`src/rtl/mod_ctrl_if.sv`:
```
// Request/response, operand and datapath-control signals of the modulo controller.
// slave is the controller view; master is the requester/datapath side.
interface mod_ctrl_if;
  logic        req0;
  logic        req1;
  logic [31:0] a0;
  logic [31:0] b0;
  logic [31:0] a1;
  logic [31:0] b1;
  logic [31:0] dp_A;
  logic [31:0] dp_B;
  logic        dp_load;
  logic        dp_subtract;
  logic        dp_subtract_ack;
  logic [31:0] dp_result;
  logic        rsp_valid;
  logic        rsp_id;
  logic [31:0] rsp_result;
  logic [1:0]  rsp_err;
  logic        busy;

  modport slave (
    input  req0, req1, a0, b0, a1, b1, dp_subtract_ack, dp_result,
    output dp_A, dp_B, dp_load, dp_subtract, rsp_valid, rsp_id, rsp_result, rsp_err, busy
  );

  modport master (
    output req0, req1, a0, b0, a1, b1, dp_subtract_ack, dp_result,
    input  dp_A, dp_B, dp_load, dp_subtract, rsp_valid, rsp_id, rsp_result, rsp_err, busy
  );
endinterface

```
`src/rtl/mod_ctrl.sv`:
```
// Round-robin two-requester controller sequencing a subtract-based A mod B datapath.
// Latency k+6 cycles for A=k*B+r; requesters hold req until their one-cycle rsp_valid.
module mod_ctrl #(
  parameter int unsigned MAX_ITER = 1024
) (
  input  logic       clk,
  input  logic       reset_n,
  mod_ctrl_if.slave  bus
);

  localparam int unsigned CW = $clog2(MAX_ITER + 1);
  localparam logic [CW-1:0] MAX_C = CW'(MAX_ITER);

  typedef enum logic [2:0] {IDLE, LOAD, RUN, WAIT_RES, RESP} state_t;

  state_t        state_q, state_d;
  logic          cur_id_q, cur_id_d;
  logic          last_q, last_d;
  logic [CW-1:0] cnt_q, cnt_d;
  logic [31:0]   dp_a_q, dp_a_d;
  logic [31:0]   dp_b_q, dp_b_d;
  logic          dp_load_q, dp_load_d;
  logic          dp_sub_q, dp_sub_d;
  logic          rsp_valid_q, rsp_valid_d;
  logic          rsp_id_q, rsp_id_d;
  logic [31:0]   rsp_result_q, rsp_result_d;
  logic [1:0]    rsp_err_q, rsp_err_d;
  logic          busy_q, busy_d;

  logic          gnt_id;
  logic [31:0]   sel_a;
  logic [31:0]   sel_b;

  // With both requests pending, the one not served last wins.
  always_comb begin
    gnt_id = (bus.req0 && bus.req1) ? ~last_q : bus.req1;
    sel_a  = gnt_id ? bus.a1 : bus.a0;
    sel_b  = gnt_id ? bus.b1 : bus.b0;
  end

  always_comb begin
    state_d      = state_q;
    cur_id_d     = cur_id_q;
    last_d       = last_q;
    cnt_d        = cnt_q;
    dp_a_d       = dp_a_q;
    dp_b_d       = dp_b_q;
    rsp_result_d = rsp_result_q;
    rsp_err_d    = rsp_err_q;

    case (state_q)
      IDLE: begin
        if (bus.req0 || bus.req1) begin
          cur_id_d = gnt_id;
          dp_a_d   = sel_a;
          dp_b_d   = sel_b;
          if (sel_b == 32'd0) begin
            state_d      = RESP;
            rsp_result_d = 32'd0;
            rsp_err_d    = 2'b01;
          end else begin
            state_d = LOAD;
          end
        end
      end
      LOAD: begin
        cnt_d   = '0;
        state_d = RUN;
      end
      RUN: begin
        cnt_d = cnt_q + CW'(1);
        // An ack in the final allowed cycle still wins over the timeout.
        if (bus.dp_subtract_ack) begin
          state_d = WAIT_RES;
        end else if (cnt_q + CW'(1) == MAX_C) begin
          state_d      = RESP;
          rsp_result_d = 32'd0;
          rsp_err_d    = 2'b10;
        end
      end
      WAIT_RES: begin
        rsp_result_d = bus.dp_result;
        rsp_err_d    = 2'b00;
        state_d      = RESP;
      end
      RESP: begin
        last_d  = cur_id_q;
        state_d = IDLE;
      end
      default: state_d = IDLE;
    endcase

    // Outputs are registered alongside the next state so they align with it.
    dp_load_d   = (state_d == LOAD);
    dp_sub_d    = (state_d == RUN);
    rsp_valid_d = (state_d == RESP);
    busy_d      = (state_d != IDLE);
    rsp_id_d    = (state_d == RESP) ? cur_id_d : rsp_id_q;
  end

  always_ff @(posedge clk or negedge reset_n) begin
    if (!reset_n) begin
      state_q      <= IDLE;
      cur_id_q     <= 1'b0;
      last_q       <= 1'b1;
      cnt_q        <= '0;
      dp_a_q       <= 32'd0;
      dp_b_q       <= 32'd0;
      dp_load_q    <= 1'b0;
      dp_sub_q     <= 1'b0;
      rsp_valid_q  <= 1'b0;
      rsp_id_q     <= 1'b0;
      rsp_result_q <= 32'd0;
      rsp_err_q    <= 2'b00;
      busy_q       <= 1'b0;
    end else begin
      state_q      <= state_d;
      cur_id_q     <= cur_id_d;
      last_q       <= last_d;
      cnt_q        <= cnt_d;
      dp_a_q       <= dp_a_d;
      dp_b_q       <= dp_b_d;
      dp_load_q    <= dp_load_d;
      dp_sub_q     <= dp_sub_d;
      rsp_valid_q  <= rsp_valid_d;
      rsp_id_q     <= rsp_id_d;
      rsp_result_q <= rsp_result_d;
      rsp_err_q    <= rsp_err_d;
      busy_q       <= busy_d;
    end
  end

  assign bus.dp_A        = dp_a_q;
  assign bus.dp_B        = dp_b_q;
  assign bus.dp_load     = dp_load_q;
  assign bus.dp_subtract = dp_sub_q;
  assign bus.rsp_valid   = rsp_valid_q;
  assign bus.rsp_id      = rsp_id_q;
  assign bus.rsp_result  = rsp_result_q;
  assign bus.rsp_err     = rsp_err_q;
  assign bus.busy        = busy_q;

endmodule
```
`src/flat_wrapper.sv`:
```
// flat-port wrapper written by rule: the top's interface ports become plain ports
module mod_ctrl_flat 
#(
  parameter int unsigned MAX_ITER = 1024
)
  (clk, reset_n, bus_req0, bus_req1, bus_a0, bus_b0, bus_a1, bus_b1, bus_dp_subtract_ack, bus_dp_result, bus_dp_A, bus_dp_B, bus_dp_load, bus_dp_subtract, bus_rsp_valid, bus_rsp_id, bus_rsp_result, bus_rsp_err, bus_busy);
  mod_ctrl_if bus_i ();
  input  logic clk;
  input  logic reset_n;
  input wire logic [$bits(bus_i.req0)-1:0] bus_req0;
  input wire logic [$bits(bus_i.req1)-1:0] bus_req1;
  input wire logic [$bits(bus_i.a0)-1:0] bus_a0;
  input wire logic [$bits(bus_i.b0)-1:0] bus_b0;
  input wire logic [$bits(bus_i.a1)-1:0] bus_a1;
  input wire logic [$bits(bus_i.b1)-1:0] bus_b1;
  input wire logic [$bits(bus_i.dp_subtract_ack)-1:0] bus_dp_subtract_ack;
  input wire logic [$bits(bus_i.dp_result)-1:0] bus_dp_result;
  output wire logic [$bits(bus_i.dp_A)-1:0] bus_dp_A;
  output wire logic [$bits(bus_i.dp_B)-1:0] bus_dp_B;
  output wire logic [$bits(bus_i.dp_load)-1:0] bus_dp_load;
  output wire logic [$bits(bus_i.dp_subtract)-1:0] bus_dp_subtract;
  output wire logic [$bits(bus_i.rsp_valid)-1:0] bus_rsp_valid;
  output wire logic [$bits(bus_i.rsp_id)-1:0] bus_rsp_id;
  output wire logic [$bits(bus_i.rsp_result)-1:0] bus_rsp_result;
  output wire logic [$bits(bus_i.rsp_err)-1:0] bus_rsp_err;
  output wire logic [$bits(bus_i.busy)-1:0] bus_busy;
  assign bus_i.req0 = bus_req0;
  assign bus_i.req1 = bus_req1;
  assign bus_i.a0 = bus_a0;
  assign bus_i.b0 = bus_b0;
  assign bus_i.a1 = bus_a1;
  assign bus_i.b1 = bus_b1;
  assign bus_i.dp_subtract_ack = bus_dp_subtract_ack;
  assign bus_i.dp_result = bus_dp_result;
  assign bus_dp_A = bus_i.dp_A;
  assign bus_dp_B = bus_i.dp_B;
  assign bus_dp_load = bus_i.dp_load;
  assign bus_dp_subtract = bus_i.dp_subtract;
  assign bus_rsp_valid = bus_i.rsp_valid;
  assign bus_rsp_id = bus_i.rsp_id;
  assign bus_rsp_result = bus_i.rsp_result;
  assign bus_rsp_err = bus_i.rsp_err;
  assign bus_busy = bus_i.busy;
  mod_ctrl #(.MAX_ITER(MAX_ITER)) u_core (.clk(clk), .reset_n(reset_n), .bus(bus_i));
endmodule
```
`config.mk`:
```
export PLATFORM = sky130hd
export DESIGN_NAME = mod_ctrl_flat
export DESIGN_NICKNAME = d
export VERILOG_FILES = /design/src/rtl/mod_ctrl_if.sv /design/src/rtl/mod_ctrl.sv /design/src/flat_wrapper.sv
export SDC_FILE = /design/constraint.sdc
export NUM_CORES = 1
export LEC_CHECK = 0
export CAP_MARGIN = 25
export CORE_AREA = 2 2 120 122
export DETAILED_ROUTE_END_ITERATION = 10
export DIE_AREA = 0 0 122 124
export PLACE_DENSITY = 0.83
export RECOVER_POWER = 50
export SLEW_MARGIN = 15
export SYNTH_ARGS = -nofsm -noshare
export SYNTH_HDL_FRONTEND = slang
export SYNTH_SLANG_ARGS = --single-unit
export TNS_END_PERCENT = 5
```
`constraint.sdc`:
```
create_clock -name clk -period 2.3 [get_ports clk]
set_input_delay 0.46 -clock clk [delete_from_list [all_inputs] [get_ports clk]]
set_output_delay 0.46 -clock clk [all_outputs]
set_load 0.01 [all_outputs]
```
**Word-level counts from Yosys, hierarchy flattened**

Index checks and enable logic that the tools add are counted.

- Add/sub/neg operators: 1
- $mul: 0
- Div/mod/pow operators: 0
- Order comparisons: 0
- Eq/ne operators: 12
- Shifts and indexed selects: 0
- Mux-type cells: 21
- Bitwise gates (word level): 1
- Reductions and logical operators: 9

Operators with widths:

| cell | count |
|---|---|
| two-way mux 32 bit | 6 |
| one-hot mux 32 bit (3 select lines) | 1 |
| zero test 32 bit | 1 |
| one-hot mux 11 bit (2 select lines) | 1 |
| two-way mux 3 bit | 4 |
| one-hot mux 3 bit (4 select lines) | 1 |
| adder 11 x 1 -> 11 bit, second input constant | 1 |
| equality test 11 bit, second input constant | 1 |
| equality test 3 x 2 -> 1 bit, second input constant | 3 |
| two-way mux 2 bit | 4 |
| equality test 3 x 1 -> 1 bit, second input constant | 2 |
| equality test 3 bit, second input constant | 2 |
| inequality test 2 x 1 -> 1 bit, second input constant | 3 |
| one-hot mux 2 bit (3 select lines) | 1 |
| nonzero test 3 bit | 2 |
| AND reduction 5 bit | 1 |
| zero test 3 bit | 1 |
| two-way mux 1 bit | 3 |
| inequality test 2 bit, second input constant | 1 |
| AND reduction 2 bit | 1 |
| nonzero test 2 bit | 1 |
| logical AND 1 bit | 1 |
| logical OR 1 bit | 1 |
| inverter 1 bit | 1 |

- Flip-flop bits (word level): 119
- Bits in latches: 0
- RAM bits: 0
- Bits in read-only memories: 0
- Bits of input ports: 165
- Output and inout bits: 103
- Word-level logic and storage cells: 57
- Memories: 0

**Longest topological paths before layout**

- Depth after elaboration: 8
- Gate-level depth with buffers: 8
- Mapped depth without buffers: 7

**Worst setup path before layout**

Ideal clock, no wire load.

- Path type: input to register
- Start: in bus_req1
- End: reg u_core.rsp_id_q, in the netlist u_core.bus.rsp_id
- Setup time: 0.127 ns
- Arrival: 2.114 ns
- Required time: 2.173 ns
- Slack: 0.059 ns
- Cell stages on the path: 7
- Buffers on the path: 1
- Cells stage by stage: a21boi_2 -> buf_6 -> mux2i_1 -> nand2_1 -> or4b_4 -> nand3_2 -> mux2_1

- Word-level cells in the longest chain between the ends: 8
- Elaborated cells on any way between the ends: 11
- Those cells by class: eq/ne: 1; mux: 7; reduce/logical: 3

Ends and longest elaborated chain:

| element | RTL line | text |
|---|---|---|
| from (decl) | flat_wrapper.sv:11 | `input wire logic [$bits(bus_i.req1)-1:0] bus_req1;` |
| logical AND 1 bit | mod_ctrl.sv:36 | `gnt_id = (bus.req0 && bus.req1) ? ~last_q : bus.req1;` |
| two-way mux 1 bit | mod_ctrl.sv:36 |  |
| two-way mux 32 bit | mod_ctrl.sv:38 | `sel_b = gnt_id ? bus.b1 : bus.b0;` |
| zero test 32 bit | mod_ctrl.sv:57 | `if (sel_b == 32'd0) begin` |
| two-way mux 3 bit | mod_ctrl.sv:57 |  |
| two-way mux 3 bit (*) | mod_ctrl.sv:53 | `if (bus.req0 \|\| bus.req1) begin` |
| one-hot mux 3 bit (4 select lines) (*) | mod_ctrl.sv:51 | `case (state_q)` |
| net u_core.state_d[2] | mod_ctrl.sv:16 | `state_t state_q, state_d;` |
| equality test 3 bit (*) | mod_ctrl.sv:98 | `rsp_id_d = (state_d == RESP) ? cur_id_d : rsp_id_q;` |
| to (signal assigned) | mod_ctrl.sv:126 | `rsp_id_q <= rsp_id_d;` |
| to (decl) | mod_ctrl.sv:25 | `logic rsp_id_q, rsp_id_d;` |

Mark *: on every way through the listed nets, which the timed path passes. The rest lies on a longest branch.
A chain may end at the register's enable or synchronous reset.

**Worst setup path in the final report**

- Start: in bus_b1[23]
- End: reg u_core.rsp_id_q, in the netlist u_core.bus.rsp_id

- Word-level cells in the longest chain between the ends: 6

Ends and longest elaborated chain:

| element | RTL line | text |
|---|---|---|
| from (decl) | flat_wrapper.sv:15 | `input wire logic [$bits(bus_i.b1)-1:0] bus_b1;` |
| two-way mux 32 bit | mod_ctrl.sv:38 |  |
| zero test 32 bit | mod_ctrl.sv:57 |  |
| two-way mux 3 bit | mod_ctrl.sv:57 |  |
| two-way mux 3 bit | mod_ctrl.sv:53 |  |
| one-hot mux 3 bit (4 select lines) | mod_ctrl.sv:51 |  |
| net u_core.state_d[2] | mod_ctrl.sv:16 |  |
| equality test 3 bit | mod_ctrl.sv:98 |  |

The timed path passes the listed nets, and every way through them passes these cells.

==> flow_metrics.py <==
metrics = {
    "worst_setup_path": {
        "critPathLaunchType": "input pin",
        "reg2reg_depth": 6,
        "crit_type": "input pin to register",
        "end_kind": "register",
        "crit_required_ps": 2600,
        "crit_fanout": 3,
        "crit_arrival_ps": 2630,
    },
    "synth": {
        "synth_area_um2": 5610,
        "synthCells": 564,
        "synth_cell_type_count": 48,
        "yosys_register_bits": 119,
        "synthFlopType": "dfrtp_1",
        "synthArstFlopShare_pct": 100,
        "synth-edff-count": 0,
        "ys.warnings.count": 0,
        "syn-num-nets": 730,
        "synth_area_per_cell_um2": 9.95,
        "ys_seq_area_share_pct": 53.1,
    },
    "finish": {
        "final_layout_size_suffix_gt1_share_pct": 16.1,
        "syn_to_final_growth_pct": 71.1,
        "stdcell_area_um2": 9600,
        "final_util_pct": 70.0,
        "fin_nets": 1035,
        "antenna_cells": 0,
    },
    "pwr": {
        "powerDensity_nw_per_um2": 1200,
        "peakVddDrop_mv": 0.590,
        "leakage_nw": 4.27,
    },
    "hold_path": {
        "hold_path.class": "input pin to asynchronous set/reset pin",
    },
    "routing": {
        "drc": 0,
        "drtPass1Iterations": 4,
        "wl_per_cell_um": 17.0,
        "vias_per_cell": 5.15,
        "wirelength_mm": 18.0,
        "final_antenna_net_count": 0,
        "drt_iter0_drc": 291,
        "dr_total_vias": 5464,
    },
    "clock_network": {
        "clock_latency_ps": 410,
        "htreeDepth": 4,
        "tritoncts": "yes",
        "cts_buffer_depth": 2,
        "hold_buffers": 0,
        "cts.sinks": 119,
        "path_clk_slew_ps": 60,
        "ctsRootBufferMaster": "clkbuf_16",
        "numCtsBuffers": 17,
    },
    "timing": {
        "fmax_ghz": 0.428,
        "worst_pin_slew_ps": 1060,
        "fin_skew_ps": 8.35,
        "hold_viol": 0,
        "setup_viol": 1,
        "rsz0062_at_grt": "true",
        "min_period_over_period_pct": 102,
        "maxSlewHeadroom_pct": 29.4,
        "layout_setup_ws_ps": -35.8,
        "whs_ps": 230,
        "fin_crit_ps": 2340,
        "finalMaxSlewViolations": 0,
    },
    "die": {
        "fp.coreArea_um2": 13700,
        "initial_utilization_pct": 40.9,
        "die_h_um": 124,
        "fp-row-count": 43,
        "die_w_um": 122,
        "boundaryPins": 268,
        "die_area_um2": 15100,
    },
    "global_routing": {
        "grt_use_total_pct": 23.9,
        "antenna_found_initial": 0,
        "grt_overflow": 0,
        "grt_first_pass_wirelength_mm": 27.6,
        "grt_max_degree": 85,
        "grt_pass1_vias": 5487,
    },
    "status": {
        "status": "finished with violations",
        "failed_checks": "negative setup slack",
    },
    "placed_design": {
        "place_ws_ps": -713,
        "dpl.hpwl_mm": 13.0,
        "port-buffer-count": 267,
        "place_area_um2": 8780,
        "gp_congestion": 0.801,
    },
    "run": {
        "drv_cap": 0,
    },
}
## worst max-delay path: stages
cell and delay, ps:
clkdlybuf4s50_1 460, nor4_4 350, nand4_1 170, o22ai_2 190, or4b_4 570, nand3_4 130, mux2_4 300
## logic make-up after synthesis
group | count (synthesis) | synth area share [%]
AO/OA/AOI/OAI | 131 | 14.8
XOR/XNOR | 5 | 0.781
adder cells (fa/ha/maj) | 1 | 0.223
buffers and inverters | 38 | 3.12
flip-flops | 119 | 53.1
multiplexers | 66 | 11.8
AND/OR/NAND/NOR | 204 | 16.1
## cells in the mapped netlist (3+ instances only)
cell      instances  area share [%]
nand2_1         143             9.6
dfrtp_1         118              53
o21ai_0          75             6.7
mux2i_1          63              11
o21ai_2          30             4.7
clkbuf_1         29             1.9
nor4_1           14             1.6
nor2_1           12            0.80
nand3_1           9            0.80
nand4_1           7            0.78
o21ai_1           5            0.45
buf_6             4            0.80
inv_1             3            0.20
nand2b_1          3            0.33
xnor2_1           3            0.47
## final timing paths
path | from | to | slack [ps]
min in group clk | bus_b0[12] | u_core.bus.dp_B[12] | 420
max in group asynchronous | reset_n | u_core.bus.rsp_result[2] | 460
worst min register to register | u_core.bus.dp_B[28] | u_core.bus.dp_B[28] | 480
worst max register to register | u_core.last_q | u_core.bus.rsp_id | 10
worst min-delay path | reset_n | u_core.cnt_q[0] | 230
worst max-delay path | bus_b1[23] | u_core.bus.rsp_id | -40
## power by group
part	leakage (nW)	switching [mW]	internal [mW]
sequential	1.48	0.551	3.05
clock	0.300	0.955	1.89
combinational	2.49	2.45	2.64
## what timing repair did
action | 4_1_cts | 5_1_grt
buffers inserted | 8 | 0
cloned | 1 | 0
resized for setup | 31 | 21
endpoints found under the setup margin | 37 | 35
pin swaps | 17 | 15
## cell type report
| class | instances | area, um2 |
|---|---|---|
| fillers | 1008 | 4120 |
| multi-input cells | 407 | 2620 |
| clock buffers | 20 | 467 |
| well taps | 180 | 225 |
| inverters | 3 | 11.3 |
| flip-flops and latches | 119 | 2980 |
| clock inverters | 11 | 173 |
| repair buffers | 321 | 3130 |
## state kept, by name, indices dropped and copies added, names as in the netlist
| name | count |
|---|---|
| u_core.bus.rsp_result | 32 |
| u_core.bus.rsp_valid | 1 |
| u_core.bus.dp_subtract | 1 |
| u_core.bus.dp_B | 32 |
| u_core.bus.busy | 1 |
| u_core.last_q | 1 |
| u_core.bus.dp_load | 1 |
| u_core.cnt_q | 11 |
| u_core.bus.rsp_err | 2 |
| u_core.cur_id_q | 1 |
| u_core.state_q | 3 |
| u_core.bus.dp_A | 32 |
| u_core.bus.rsp_id | 1 |
## stage by stage
stage	cells	TNS (ps)	total power, mW
2_1_floorplan	564	0	5.77
3_3_place_gp	1023	-24200	8.52
3_5_place_dp	1023	-25520	8.67
4_1_cts	1061	0	11.6
5_1_grt	1061	-158	12.2
6_report	1061	-35.8	11.5
## layer usage
metal	vias to the layer above	wire length, um	GRT usage, %
met4	0	453	9.41
met5	-	0	0
met2	232	9460	42.7
li1	2591	-	-
met1	2607	6850	27.2
met3	34	1230	6.23
## cell usage in the layout (no fill, tap or decap), drive strengths merged, types with 11 or more instances in the layout
master,synthesis,routed
clkdlybuf4s50,0,242
nand2,144,144
dfrtp,118,118
o21ai,110,110
mux2i,63,63
buf,6,49
clkbuf,29,26
nor4,14,14
dlygate4sd2,0,13
nor2,12,12
dlymetal6s2s,0,11
No activity file was read; power rests on OpenSTA's default activity.
